**src/rtl/usb_pkg.sv**
```systemverilog
// Shared PID codes, sequencer state encoding and DATA-PID helper for the
// USB endpoint sequencer.
package usb_pkg;

   localparam logic [3:0] PID_IDLE  = 4'b0000;
   localparam logic [3:0] PID_OUT   = 4'b0001;
   localparam logic [3:0] PID_IN    = 4'b1001;
   localparam logic [3:0] PID_DATA0 = 4'b0011;
   localparam logic [3:0] PID_DATA1 = 4'b1011;
   localparam logic [3:0] PID_ACK   = 4'b0010;
   localparam logic [3:0] PID_NAK   = 4'b1010;
   localparam logic [3:0] PID_STALL = 4'b1110;

   typedef enum logic [2:0] {
      S_IDLE,
      S_RX_DATA,
      S_RX_END,
      S_TX_REQ,
      S_TX_BUSY,
      S_WAIT_ACK
   } seq_state_t;

   // What happens once the TX engine has finished the requested packet
   typedef enum logic [1:0] {
      POST_IDLE,
      POST_DONE,
      POST_WAIT_ACK
   } post_t;

   function automatic logic [3:0] data_pid(input logic toggle);
      return toggle ? PID_DATA1 : PID_DATA0;
   endfunction

endpackage

```
**src/rtl/usb_seq_timer.sv**
```systemverilog
// 8-bit clearable timeout counter: counts while run is high, restarts from 0
// whenever run drops, and pulses expire for one cycle at TIMEOUT_CYCLES-1.
module usb_seq_timer #(
   parameter int unsigned TIMEOUT_CYCLES = 128
) (
   input  logic clk,
   input  logic rst,
   input  logic run,
   output logic expire
);

   localparam logic [7:0] LIMIT = 8'(TIMEOUT_CYCLES - 1);

   logic [7:0] count;

   // Parks one past LIMIT so expire cannot repeat and the count never wraps
   always_ff @(posedge clk or posedge rst) begin
      if (rst) begin
         count <= '0;
      end else if (!run) begin
         count <= '0;
      end else if (count != LIMIT + 8'd1) begin
         count <= count + 8'd1;
      end
   end

   assign expire = run && (count == LIMIT);

endmodule

```
**src/rtl/usb_ep_sequencer.sv**
```systemverilog
// Device-side bulk endpoint transaction sequencer (OUT/DATA/handshake and
// IN/DATA/ACK). Define USB_EP_SEQ_STALL_EN to honour ep_halt with STALL.
module usb_ep_sequencer
   import usb_pkg::*;
#(
   parameter int unsigned BUF_DEPTH      = 64,
   parameter int unsigned TIMEOUT_CYCLES = 128
) (
   input  logic       clk,
   input  logic       rst,
   input  logic       rx_pid_valid,
   input  logic [3:0] rx_packet,
   input  logic       rx_transfer_active,
   input  logic       rx_error,
   input  logic [6:0] buffer_occupancy,
   input  logic       tx_transfer_active,
   input  logic       tx_error,
   input  logic       ep_halt,
   output logic [3:0] tx_packet,
   output logic       d_mode,
   output logic       clear,
   output logic       txn_done,
   output logic       txn_error,
   output logic       tx_toggle,
   output logic       rx_toggle
);

`ifdef USB_EP_SEQ_STALL_EN
   localparam logic STALL_EN = 1'b1;
`else
   localparam logic STALL_EN = 1'b0;
`endif

   seq_state_t state, state_d;
   post_t      post_q, post_d;
   logic [3:0] pend_q, pend_d;
   logic       dtog_q, dtog_d;
   logic       tx_tog_d, rx_tog_d;
   logic       clear_d, done_d, err_d;
   logic       halt, buf_empty, buf_full;
   logic       timer_run, expire;

   assign halt      = ep_halt & STALL_EN;
   assign buf_empty = (buffer_occupancy == '0);
   assign buf_full  = (buffer_occupancy == 7'(BUF_DEPTH));
   assign timer_run = (state == S_RX_DATA) || (state == S_WAIT_ACK) || (state == S_TX_REQ);

   usb_seq_timer #(.TIMEOUT_CYCLES(TIMEOUT_CYCLES)) u_timer (
      .clk    (clk),
      .rst    (rst),
      .run    (timer_run),
      .expire (expire)
   );

   always_comb begin
      state_d  = state;
      post_d   = post_q;
      pend_d   = pend_q;
      dtog_d   = dtog_q;
      tx_tog_d = tx_toggle;
      rx_tog_d = rx_toggle;
      clear_d  = 1'b0;
      done_d   = 1'b0;
      err_d    = 1'b0;
      unique case (state)
         S_IDLE: begin
            if (rx_pid_valid && rx_packet == PID_OUT) begin
               state_d = S_RX_DATA;
            end else if (rx_pid_valid && rx_packet == PID_IN) begin
               state_d = S_TX_REQ;
               post_d  = POST_IDLE;
               if (halt) begin
                  pend_d = PID_STALL;
               end else if (buf_empty) begin
                  pend_d = PID_NAK;
               end else begin
                  pend_d = data_pid(tx_toggle);
                  post_d = POST_WAIT_ACK;
               end
            end
         end
         S_RX_DATA: begin
            if (rx_pid_valid && (rx_packet == PID_DATA0 || rx_packet == PID_DATA1)) begin
               dtog_d  = rx_packet[3];
               state_d = S_RX_END;
            end else if (rx_pid_valid || expire) begin
               err_d   = 1'b1;
               clear_d = 1'b1;
               state_d = S_IDLE;
            end
         end
         S_RX_END: begin
            if (!rx_transfer_active) begin
               state_d = S_TX_REQ;
               post_d  = POST_IDLE;
               pend_d  = PID_ACK;
               if (rx_error) begin
                  err_d   = 1'b1;
                  clear_d = 1'b1;
                  state_d = S_IDLE;
               end else if (halt) begin
                  pend_d = PID_STALL;
               end else if (buf_full) begin
                  pend_d  = PID_NAK;
                  clear_d = 1'b1;
               end else if (dtog_q != rx_toggle) begin
                  clear_d = 1'b1;
               end else begin
                  rx_tog_d = ~rx_toggle;
                  post_d   = POST_DONE;
               end
            end
         end
         S_TX_REQ: begin
            if (tx_error) begin
               err_d   = 1'b1;
               state_d = S_IDLE;
            end else if (tx_transfer_active) begin
               state_d = S_TX_BUSY;
            end else if (expire) begin
               err_d   = 1'b1;
               state_d = S_IDLE;
            end
         end
         S_TX_BUSY: begin
            if (tx_error) begin
               err_d   = 1'b1;
               state_d = S_IDLE;
            end else if (!tx_transfer_active) begin
               state_d = (post_q == POST_WAIT_ACK) ? S_WAIT_ACK : S_IDLE;
               done_d  = (post_q == POST_DONE);
            end
         end
         S_WAIT_ACK: begin
            if (rx_pid_valid && rx_packet == PID_ACK) begin
               tx_tog_d = ~tx_toggle;
               clear_d  = 1'b1;
               done_d   = 1'b1;
               state_d  = S_IDLE;
            end else if (rx_pid_valid || rx_error || expire) begin
               err_d   = 1'b1;
               state_d = S_IDLE;
            end
         end
         default: state_d = S_IDLE;
      endcase
   end

   always_ff @(posedge clk or posedge rst) begin
      if (rst) begin
         state     <= S_IDLE;
         post_q    <= POST_IDLE;
         pend_q    <= PID_IDLE;
         dtog_q    <= 1'b0;
         tx_packet <= PID_IDLE;
         d_mode    <= 1'b0;
         clear     <= 1'b0;
         txn_done  <= 1'b0;
         txn_error <= 1'b0;
         tx_toggle <= 1'b0;
         rx_toggle <= 1'b0;
      end else begin
         state     <= state_d;
         post_q    <= post_d;
         pend_q    <= pend_d;
         dtog_q    <= dtog_d;
         tx_packet <= (state_d == S_TX_REQ) ? pend_d : PID_IDLE;
         d_mode    <= (state_d == S_TX_REQ) || (state_d == S_TX_BUSY);
         clear     <= clear_d;
         txn_done  <= done_d;
         txn_error <= err_d;
         tx_toggle <= tx_tog_d;
         rx_toggle <= rx_tog_d;
      end
   end

endmodule

```
**config.mk**
```make
export PLATFORM = sky130hd
export DESIGN_NAME = usb_ep_sequencer
export DESIGN_NICKNAME = d
export VERILOG_FILES = /design/src/rtl/usb_pkg.sv /design/src/rtl/usb_seq_timer.sv /design/src/rtl/usb_ep_sequencer.sv
export SDC_FILE = /design/constraint.sdc
export NUM_CORES = 1
export LEC_CHECK = 0
export CORE_MARGIN = 5
export CORE_UTILIZATION = 55
export DETAILED_ROUTE_END_ITERATION = 8
export PLACE_DENSITY = 0.83
export SLEW_MARGIN = 20
export SYNTH_ARGS = -nofsm -noshare
export SYNTH_HDL_FRONTEND = slang
export SYNTH_SLANG_ARGS = --single-unit
```
**constraint.sdc**
```tcl
create_clock -name clk -period 4.6 [get_ports clk]
set_input_delay 0.69 -clock clk [delete_from_list [all_inputs] [get_ports clk]]
set_output_delay 0.69 -clock clk [all_outputs]
set_load 0.01 [all_outputs]
```
==> run_results.csv <==
group,metric,value,unit
yosys,synth_seq_cells,28,
yosys,async_flop_share,1.000,
timing,rsz0062_at_grt,"false",
clock_network,cts_buffer_depth,2,
routing,num_vias,1409,
clock_network,ctsHoldBuffers,0,
power,comb_power_share,0.244,
timing,min_period,2.185,ns
timing,setup_viol,0,
routing,totalWireLength,3718,um
yosys,synthCells,183,
yosys,synth_area,1653,um2
power,p_sw_frac,0.3012,
critical_path,arrival,2.43,ns
yosys,synth_fp_nets,206,
power,internal_power,0.3959,mW
clock_network,post-cts-setup-buffers,0,
grt,grt_pass1_vias,1377,
clock_network,postCtsResizedCells,0,
cells_and_area,area_growth,18.70,%
timing,period_share,0.4749,
floorplan,die-area,4202,um2
clock_network,tritoncts,"built",
critical_path,endpoint_kind,"register",
run_status,status,"completed",
job,cap_violations,0,
routing,wl_per_cell,15.49,um
clock_network,htreeDepth,1,
yosys,synth.distinct_cells,43,
yosys,synthFlopType,"dfrtp_1",
power,vdd_drop_max,0.1824,mV
power,power_frac_clock,0.218,
critical_path,crit_required,4.84,ns
clock_network,cts_sinks,28,
power,power_density,288.8,nW/um2
floorplan,core.rowCount,19,
power,power_leakage,0.8327,nW
cells_and_area,n_antenna_cell,0,
clock_network,clock_latency,0.34,ns
power,switchingPower,0.1707,mW
floorplan,core,2829,um2
clock_network,cts_buffers,3,
clock_network,path_clk_slew,0.15,ns
routing,firstDrtPassIters,4,
floorplan,initial_core_util,0.5843,
grt,overflow,0,
floorplan,fp.dieW,64.82,um
routing,viasPerCell,5.871,
yosys,syn_avg_cell_area,9.032,um2
grt,grt_max_degree,29,
floorplan,io_pins,29,
place,port_buffers,27,
yosys,ys_warn_count,0,
timing,tns,0,ns
routing,drc,0,
grt,antenna_found_initial,0,
place,dp_hpwl,2857,um
routing,drt_iter0_drc,122,
cells_and_area,layout-drive-gt1-share,0.05742,
routing,ant_nets,0,
critical_path,critPathMaxFanout,20,
yosys,synth_edf_count,0,
power,total_power,0.5666,mW
timing,skew,0.005428,ns
timing,slew_viol_final,0,
grt,track_usage,0.1928,
grt,grt_pass1_wl,6382,um
cells_and_area,fin_nets,233,
floorplan,die_h,64.82,um
hold_path,min_path_type,"reg -> reg",
timing,slew_headroom,0.6184,
critical_path,cp-start-kind,"register",
yosys,synth-seq-area-share,0.4239,
clock_network,root_buffer,"clkbuf_4",
critical_path,critPathKind,"reg -> reg",
place,gp_congestion,0.8881,
power,power_frac_seq,0.538,
timing,worstMarginPinSlew,0.5715,ns
timing,finalHoldViolCount,0,
timing,fmax,0.4578,GHz
power by group through the flow:
stage | clock network (mW) | registers [mW] | logic, mW
after floorplan | 0 | 0.300 | 0.0979
after global placement | 0 | 0.308 | 0.135
after detailed placement | 0 | 0.309 | 0.137
after CTS | 0.127 | 0.304 | 0.139
after global routing | 0.140 | 0.311 | 0.155
final | 0.124 | 0.305 | 0.138
final cells by class:
class / instances / area, um2
multi-input cells: 140 / 878.3
fillers: 218 / 867.1
clock buffers: 4 / 36.28
well taps: 31 / 38.79
inverters: 10 / 37.54
repair buffers: 27 / 270.3
flip-flops and latches: 28 / 700.7
per-stage QoR:
step | hold slack (ns) | setup slack, ns | cells | instance area (um2) | util
2_1_floorplan | 0.4232 | 2.826 | 183 | 1653 | -
3_3_place_gp | 0.4446 | 2.072 | 236 | 1926 | 0.6807
3_5_place_dp | 0.4423 | 2.076 | 236 | 1926 | 0.6807
4_1_cts | 0.4766 | 2.413 | 240 | 1962 | 0.6935
5_1_grt | 0.5368 | 2.248 | 240 | 1962 | 0.6935
6_report | 0.4735 | 2.415 | 240 | 1962 | 0.6935
worst paths after layout:
check                           from   endpoint  slack, ns  cells after the start
hold reg to reg            pend_q[1]  pend_q[1]       0.47                      1
hold / removal             pend_q[1]  pend_q[1]       0.47                      1
setup reg to reg            state[0]     d_mode       2.42                      5
setup / recovery            state[0]     d_mode       2.42                      5
min in group asynchronous        rst  post_q[0]       0.71                      2
max in group asynchronous        rst   txn_done       3.52                      2
sequential cells by signal, summed over array words and instances (netlist names):
| signal | cells |
|---|---|
| u_timer.count | 8 |
| pend_q | 4 |
| tx_packet | 4 |
| state | 3 |
| post_q | 2 |
| clear | 1 |
| d_mode | 1 |
| dtog_q | 1 |
| rx_toggle | 1 |
| tx_toggle | 1 |
| txn_done | 1 |
| txn_error | 1 |
Yosys cell counts, types with 2 or more instances:
library cell	count	area [um2]
a211oi_1	2	15.01
a21bo_1	2	20.02
a21o_1	3	22.52
a21oi_1	7	35.03
and3_1	2	12.51
buf_2	2	10.01
buf_6	2	22.52
dfrtp_1	28	700.7
ha_1	4	50.05
inv_1	10	37.54
mux2_2	2	22.52
nand2_1	20	75.07
nand2b_1	6	37.54
nand3_1	6	30.03
nand3b_1	4	30.03
nand4_1	2	12.51
nor2_1	27	101.4
nor2b_1	2	12.51
nor3_1	8	40.04
nor3b_1	4	30.03
nor4_1	3	18.77
nor4b_1	2	17.52
o211ai_1	2	15.01
o21ai_0	5	25.02
or4_1	3	22.52
xnor2_1	4	35.03
xor2_1	5	43.79
worst max-delay path: stages, from the launching register on:
cell and delay [ns]:
dfrtp_1 0.70, a21bo_1 0.39, o31ai_4 0.33, o211ai_2 0.14
a31oi_4 0.29, a21bo_1 0.24
cells by family (layout without fill, tap and decap cells):
kind of cell / count (synthesis) / after routing / share of synthesized area
and+or+nand+nor: 95 / 95 / 0.2952
AOI/OAI and AO/OA: 30 / 30 / 0.1446
DFF: 28 / 28 / 0.4239
adders and majority gates: 4 / 4 / 0.03028
buffers and inverters: 15 / 41 / 0.04466
muxes: 2 / 2 / 0.01363
xor gates and xnor gates: 9 / 9 / 0.04769
placed cells by master, fill, tap and decap left out, types with 2 or more instances in the layout:
master | Yosys | final
a211oi_1 | 2 | 2
a21bo_1 | 2 | 2
a21o_1 | 3 | 3
a21oi_1 | 7 | 7
and3_1 | 2 | 2
clkbuf_4 | 0 | 3
clkdlybuf4s50_1 | 0 | 27
dfrtp_1 | 28 | 28
ha_1 | 4 | 4
inv_1 | 10 | 9
mux2_2 | 2 | 2
nand2_1 | 20 | 20
nand2b_1 | 6 | 6
nand3_1 | 6 | 6
nand3b_1 | 4 | 4
nand4_1 | 2 | 2
nor2_1 | 27 | 27
nor2b_1 | 2 | 2
nor3_1 | 8 | 8
nor3b_1 | 4 | 4
nor4_1 | 3 | 3
nor4b_1 | 2 | 2
o211ai_1 | 2 | 2
o21ai_0 | 5 | 5
or4_1 | 3 | 3
xnor2_1 | 4 | 4
xor2_1 | 5 | 5
routing by layer:
metal,up-vias,wire (um),track usage
li1,693,-,-
met5,-,0,0
met3,7,177,0.03627
met2,36,1819,0.3091
met4,0,66,0.08179
met1,673,1654,0.2558
(Power assumes the default switching activity.)
